==> src/rtl/frame_pkg.sv <==
// frame_pkg: shared types and default constants for the frame loader.
// Holds the loader state enum and the default sync byte / timeout values.
package frame_pkg;

   typedef enum logic [1:0] {
      ST_IDLE,
      ST_LOAD,
      ST_CKSUM,
      ST_DONE
   } state_e;

   localparam logic [7:0] DEF_SYNC_BYTE   = 8'hA5;
   localparam int         DEF_TIMEOUT_CYC = 1_000_000;

endpackage

==> src/rtl/frame_timer.sv <==
// frame_timer: inter-byte idle counter for the frame loader.
// Ports: clk, reset (sync, active-high), clear_i, enable_i, expired_o.
module frame_timer #(
   parameter int TIMEOUT_CYC = 1_000_000
) (
   input  logic clk,
   input  logic reset,
   input  logic clear_i,
   input  logic enable_i,
   output logic expired_o
);

   localparam int CNT_W = $clog2(TIMEOUT_CYC + 1);

   logic [CNT_W-1:0] count_q;
   logic [CNT_W-1:0] count_d;

   always_comb begin
      count_d = count_q;
      if (clear_i) begin
         count_d = '0;
      end else if (enable_i) begin
         count_d = count_q + CNT_W'(1);
      end
   end

   always_ff @(posedge clk) begin
      if (reset) begin
         count_q <= '0;
      end else begin
         count_q <= count_d;
      end
   end

   assign expired_o = (count_q == CNT_W'(TIMEOUT_CYC));

endmodule

==> src/rtl/frame_loader.sv <==
// frame_loader: turns a sync-prefixed UART byte stream into indexed
// register-file writes with done/error pulses. Optional trailing checksum
// byte enabled by macro FRAME_CKSUM_EN.
// Ports: clk, reset (sync, active-high), byte_data/byte_valid in;
// wr_en/wr_idx/wr_data, frame_done, frame_err, busy out (all registered).
module frame_loader
   import frame_pkg::*;
#(
   parameter int          FRAME_LEN   = 55,
   parameter int          IDX_W       = $clog2(FRAME_LEN),
   parameter logic [7:0]  SYNC_BYTE   = DEF_SYNC_BYTE,
   parameter int          TIMEOUT_CYC = DEF_TIMEOUT_CYC
) (
   input  logic             clk,
   input  logic             reset,
   input  logic [7:0]       byte_data,
   input  logic             byte_valid,
   output logic             wr_en,
   output logic [IDX_W-1:0] wr_idx,
   output logic [7:0]       wr_data,
   output logic             frame_done,
   output logic             frame_err,
   output logic             busy
);

   localparam logic [IDX_W-1:0] LAST_IDX = IDX_W'(FRAME_LEN - 1);

   state_e           state_q, state_d;
   logic [IDX_W-1:0] cnt_q, cnt_d;
   logic             wr_en_q, wr_en_d;
   logic [IDX_W-1:0] wr_idx_q, wr_idx_d;
   logic [7:0]       wr_data_q, wr_data_d;
   logic             done_q, done_d;
   logic             err_q, err_d;
   logic             busy_q, busy_d;
   logic             tmr_expired;
`ifdef FRAME_CKSUM_EN
   logic [7:0]       acc_q, acc_d;
`endif

   frame_timer #(
      .TIMEOUT_CYC (TIMEOUT_CYC)
   ) u_timer (
      .clk       (clk),
      .reset     (reset),
      .clear_i   (byte_valid),
      .enable_i  ((state_q == ST_LOAD) || (state_q == ST_CKSUM)),
      .expired_o (tmr_expired)
   );

   always_comb begin
      state_d   = state_q;
      cnt_d     = cnt_q;
      wr_en_d   = 1'b0;
      wr_idx_d  = wr_idx_q;
      wr_data_d = wr_data_q;
      done_d    = 1'b0;
      err_d     = 1'b0;
`ifdef FRAME_CKSUM_EN
      acc_d     = acc_q;
`endif
      case (state_q)
         ST_LOAD: begin
            // a byte in the expiry cycle wins over the timeout
            if (byte_valid) begin
               wr_en_d   = 1'b1;
               wr_idx_d  = cnt_q;
               wr_data_d = byte_data;
               cnt_d     = cnt_q + IDX_W'(1);
`ifdef FRAME_CKSUM_EN
               acc_d     = acc_q + byte_data;
`endif
               if (cnt_q == LAST_IDX) begin
`ifdef FRAME_CKSUM_EN
                  state_d = ST_CKSUM;
`else
                  state_d = ST_DONE;
`endif
               end
            end else if (tmr_expired) begin
               err_d   = 1'b1;
               state_d = ST_IDLE;
            end
         end
`ifdef FRAME_CKSUM_EN
         ST_CKSUM: begin
            if (byte_valid) begin
               if ((acc_q + byte_data) == 8'h00) begin
                  state_d = ST_DONE;
               end else begin
                  err_d   = 1'b1;
                  state_d = ST_IDLE;
               end
            end else if (tmr_expired) begin
               err_d   = 1'b1;
               state_d = ST_IDLE;
            end
         end
`endif
         default: begin
            // DONE pulses once, then hunts for sync exactly like IDLE
            done_d  = (state_q == ST_DONE);
            state_d = ST_IDLE;
            if (byte_valid && (byte_data == SYNC_BYTE)) begin
               state_d = ST_LOAD;
               cnt_d   = '0;
`ifdef FRAME_CKSUM_EN
               acc_d   = 8'h00;
`endif
            end
         end
      endcase
      busy_d = (state_d == ST_LOAD) || (state_d == ST_CKSUM);
   end

   always_ff @(posedge clk) begin
      if (reset) begin
         state_q   <= ST_IDLE;
         cnt_q     <= '0;
         wr_en_q   <= 1'b0;
         wr_idx_q  <= '0;
         wr_data_q <= 8'h00;
         done_q    <= 1'b0;
         err_q     <= 1'b0;
         busy_q    <= 1'b0;
`ifdef FRAME_CKSUM_EN
         acc_q     <= 8'h00;
`endif
      end else begin
         state_q   <= state_d;
         cnt_q     <= cnt_d;
         wr_en_q   <= wr_en_d;
         wr_idx_q  <= wr_idx_d;
         wr_data_q <= wr_data_d;
         done_q    <= done_d;
         err_q     <= err_d;
         busy_q    <= busy_d;
`ifdef FRAME_CKSUM_EN
         acc_q     <= acc_d;
`endif
      end
   end

   assign wr_en      = wr_en_q;
   assign wr_idx     = wr_idx_q;
   assign wr_data    = wr_data_q;
   assign frame_done = done_q;
   assign frame_err  = err_q;
   assign busy       = busy_q;

endmodule

==> config.mk <==
export PLATFORM = sky130hd
export DESIGN_NAME = frame_loader
export DESIGN_NICKNAME = d
export VERILOG_FILES = /design/src/rtl/frame_pkg.sv /design/src/rtl/frame_timer.sv /design/src/rtl/frame_loader.sv
export SDC_FILE = /design/constraint.sdc
export NUM_CORES = 1
export LEC_CHECK = 0
export CORE_ASPECT_RATIO = 0.6
export CORE_MARGIN = 2
export CORE_UTILIZATION = 46
export CTS_CLUSTER_DIAMETER = 200
export DETAILED_ROUTE_END_ITERATION = 8
export GPL_TIMING_DRIVEN = 0
export HOLD_SLACK_MARGIN = 0.12
export PLACE_DENSITY = 0.69
export SLEW_MARGIN = 0
export SYNTH_ARGS = -nofsm -noshare
export SYNTH_HDL_FRONTEND = slang
export SYNTH_SLANG_ARGS = --single-unit
==> constraint.sdc <==
create_clock -name clk -period 4.58 [get_ports clk]
set_input_delay 0.687 -clock clk [delete_from_list [all_inputs] [get_ports clk]]
set_output_delay 0.687 -clock clk [all_outputs]
set_load 0.02 [all_outputs]
Word-level counts from Yosys, hierarchy flattened:

Cells that the tools add are included.

* bits in registers: 46
* logic and storage cells: 41
* output and inout bits: 18
* bits of input ports: 11

* reductions and logical operators: 10
* bitwise operators: 1
* eq/ne operators: 9
* add/subtract/negate cells: 2
* multiplexer cells: 10

Operator list (number)
* adder 20 x 1 -> 20 bit, second input constant: 1
* equality test 20 bit, second input constant: 1
* 2-to-1 mux 6 bit: 3
* equality test 8 bit, second input constant: 1
* 2-to-1 mux 2 bit: 4
* adder 6 x 1 -> 6 bit, second input constant: 1
* equality test 2 bit, second input constant: 3
* equality test 6 bit, second input constant: 1
* OR reduction 2 bit: 3
* equality test 2 x 1 -> 1 bit, second input constant: 2
* AND reduction 2 bit: 2
* 2-to-1 mux 1 bit: 3
* OR reduction 3 bit: 1
* logical OR 1 bit: 2
* inequality test 2 bit, second input constant: 1
* nonzero test 2 bit: 1
* logical AND 1 bit: 1
* NOT 1 bit: 1

Longest topological paths before layout:

* depth after elaboration: 6
* mapped depth: 7
* gate-level depth less buffers: 6

Cells and area by module:

From an unflattened synthesis, not the netlist that was laid out.

* cell total of the unflattened synthesis: 241
* area total of the unflattened synthesis: 2069.5 µm²

By module, submodules not included
* frame_loader: times used 1, area an instance 1104.8 µm², cells each 126, seq. area each 520.5 µm²
* frame_timer: times used 1, area an instance 964.7 µm², cells each 115, seq. area each 400.4 µm²

Worst setup path after synthesis:

Ideal clock, no wire load.

* path type: reg2reg
* from: register state_q[1]
* to: register u_timer.count_q[19]
* period minus slack after synthesis: 2.260 ns
* path buffers: 1
* data arrival time: 2.190 ns
* data required time: 4.510 ns
* path slack: 2.320 ns
* setup time: 0.070 ns
* stages on the path, launching flop included: 8
* cell sequence: dfxtp_1 > inv_1 > ha_1 > nand3b_1 > or4_1 > buf_2 > or4_1 > a21oi_1

* word-level cells in the longest chain between the ends: 2
* elaborated cells between the ends (all ways): 3
* those cells by class: eq/ne (2); reduce/logical (1)

Ends and longest elaborated chain
* from (decl): RTL line frame_loader.sv:28 `state_e state_q, state_d;`
* from (signal assigned): RTL line frame_loader.sv:130 `state_q <= state_d;`
* equality test 2 x 1 -> 1 bit or equality test 2 bit (tied branches): RTL line frame_loader.sv:47 `.enable_i ((state_q == ST_LOAD) || (state_q == ST_CKSUM)),`
* logical OR 1 bit *: RTL line frame_loader.sv:47
* to (signal assigned): RTL line frame_timer.sv:31 `count_q <= count_d;`
* to (decl): RTL line frame_timer.sv:15 `logic [CNT_W-1:0] count_q;`

Mark *: on every way between the ends. The rest lies on a longest branch, timed or not.
A chain may end at the register's enable or synchronous reset.

Final worst setup path:

Same ends and word-level chain as after synthesis.

==> reports/metrics.cfg <==
[placement]
io_buffers = 28
finalWeightedCongestion = 0.854
post_dp_cell_area_um2 = 2390
place_hpwl_um = 3230
place_ws_ns = 2.09

[yosys]
synth_top_cell_by_area = dfxtp_1
synth_edf_count = 0
syn_area_um2 = 2040
synthTopCellsByArea = dfxtp_1 45%, a21oi_1 6.9%, nand2_1 6.8%
synth_top_area_frac = 0.452
syn_avg_cell_area_um2 = 8.38
yosys_warnings = 0
ys_ff_latch = 46
ys_types = 40
synth.yosys.seq_area_share = 0.452
synth-main-ff-cell = dfxtp_1
synth_nets = 260
async_flop_share = 0
postSynthCellCount = 243

[cells_and_area]
design_area_um2 = 2500
drive_gt1_frac = 0.0394
layout_commonest_cell = dfxtp_1
final_cell_mix = 46 x dfxtp_1, 37 x nand2_1, 28 x a21oi_1, 28 x clkdlybuf4s50_1, 17 x nor2_1
fill_cells = 388
multi_input_area_um2 = 1040
areaGrowthSynthToFinish_pct = 22.7
n_antenna_cell = 0
final_nets = 295
layout.area.seq_um2 = 921

[timing]
setup_slack_ns = 2.14
finalHoldViolations = 0
tightest_slew_ns = 0.506
drv_slew = 0
skew_ns = 0.00829
fmax_ghz = 0.410
grt_setup_unrepaired = no
hold_ws_ns = 0.456
period_needed_ns = 2.44
finalSetupViolCount = 0
setup-tns-final_ns = 0
slew-limit-headroom = 0.658
period_share = 0.533

[drt]
met3WireLength_um = 290
drt_iter0_markers = 104
highest_layer = met4
drt-total-wl_um = 4410
drt-met1-wl_um = 2400
drcViolationCount = 0
wire_per_inst_um = 13.0
vias_per_cell = 5.35
wl_met2_um = 1670
firstDrtPassIters = 5
ant_nets = 0
vias = 1814

[floorplanning]
dieArea_um2 = 4990
initial_utilization = 0.486
rows = 18
ios = 29
die_w_um = 89.9
dieHeight_um = 55.5
core_um2 = 4190

[global_route]
gr-usage-all-layers = 0.182
grt_antenna_before_repair = 0
grt_first_pass_wirelength_um = 7340
grt_pass1_vias = 1509
grt_start_max_net_pins = 14
grt_overflow = 0

[worst_setup_path]
cp-end-kind = register
worst_r2r_path_depth = 7
cp.arrival_ns = 2.67
reg2reg_to = u_timer.count_q[19]
r2r-start = state_q[1]
cp_max_fo = 10
critPathKind = reg2reg
start_kind = register
required_ns = 4.81
r2r_setup_slack_ns = 2.14

[clock_network]
clk_transition_reported_paths_ns = 0.09
clock_latency_ns = 0.30
holdBufCountCts = 0
post_cts_buffers = 0
htree_num_levels = 2
root_buffer = clkbuf_8
clockBufferDepth = 2
cts_buffers = 5
cts.sinks = 46
cts_tree = built
cts_resized = 0

[pwr]
power.switching_uw = 148
ir_drop_mv = 0.203
leakage_uw = 0.000781
swShare = 0.205
seqPwrFrac = 0.555
p_comb_frac = 0.028
total_power_uw = 720
clkPwrFrac = 0.418
p_int_uw = 573
p_per_area_nw_per_um2 = 288

[min_path]
hold_class = reg2reg
worstHoldStart = wr_idx[4]
hold_path_depth = 2
hold_end = wr_idx[4]

[outcome]
outcome = finished, final reports clean

[flow_run]
drv_cap = 0

-- worst max path at each step --
| stage | start | end | cells past startpoint |
|---|---|---|---|
| floorplan | state_q[1] | u_timer.count_q[19] | 7 |
| global placement | byte_valid | wr_data[5] | 6 |
| detailed placement | byte_valid | wr_data[6] | 6 |
| CTS | state_q[1] | u_timer.count_q[19] | 7 |
| global route | state_q[1] | u_timer.count_q[19] | 7 |
| finish | state_q[1] | u_timer.count_q[19] | 7 |
-- final cells by class --
| type | instances | area share |
|---|---|---|
| sequential | 46 | 0.369 |
| timing repair buffer | 28 | 0.112 |
| buffer | 11 | 0.0175 |
| multi-input combinational | 177 | 0.415 |
| clock buffer | 7 | 0.0306 |
| tap | 60 | 0.0301 |
| inverter | 9 | 0.0135 |
| clock inverter | 1 | 0.0120 |
-- synthesized netlist by cell type (all sizes together) (2+ instances only) --
library cell	number
dfxtp	46
nand2	37
a21oi	28
nor2	17
o21ai	11
or3	11
clkbuf	9
inv	9
nand3	7
ha	6
nand4	6
nor3	5
xnor2	5
xor2	5
o31ai	4
or4	4
nand4b	3
nor4b	3
and3	2
and4	2
and4b	2
buf	2
nand3b	2
or2	2
or4b	2
-- routing by layer --
layer  global-route usage  vias up
li1                     -      924
met1                0.293      837
met2                0.224       45
met3               0.0518        8
met4               0.0615        0
met5                    0        -
-- registers in the layout, summed over array words and instances, names as in the netlist --
signal	flops
state_q	2
cnt_q	6
u_timer.count_q	20
frame_done	1
frame_err	1
busy	1
wr_en	1
wr_data	8
wr_idx	6
-- stage by stage --
step	util	cells
after floorplan	-	243
after global placement	0.571	331
after detailed placement	0.571	331
after CTS	0.596	339
after global routing	0.596	339
final	0.596	339
-- power by group through the flow --
stage | registers, uW | clock network (uW) | logic [uW]
global placement | 409 | 0 | 20.2
global route | 400 | 323 | 21.7
detailed placement | 409 | 0 | 20.0
floorplan | 409 | 0 | 6.94
CTS | 400 | 304 | 20.0
finish | 400 | 301 | 20.0
-- cell families after synthesis --
| family | count (synthesis) | synth area share |
|---|---|---|
| and+or+nand+nor | 111 | 0.290 |
| AOI/OAI and AO/OA | 49 | 0.135 |
| DFF | 46 | 0.452 |
| buffers and inverters | 20 | 0.0381 |
| xor gates and xnor gates | 10 | 0.0430 |
| adders and majority gates | 6 | 0.0369 |
| muxes | 1 | 0.00492 |
-- critical path, stage by stage, from the launching register on --
cell	delay (ns)
dfxtp_1	0.38
inv_1	0.07
ha_1	0.36
nand3b_1	0.26
or4_1	0.51
buf_2	0.18
or4_1	0.47
a21oi_1	0.14
No activity file was read; power rests on OpenSTA's default activity.
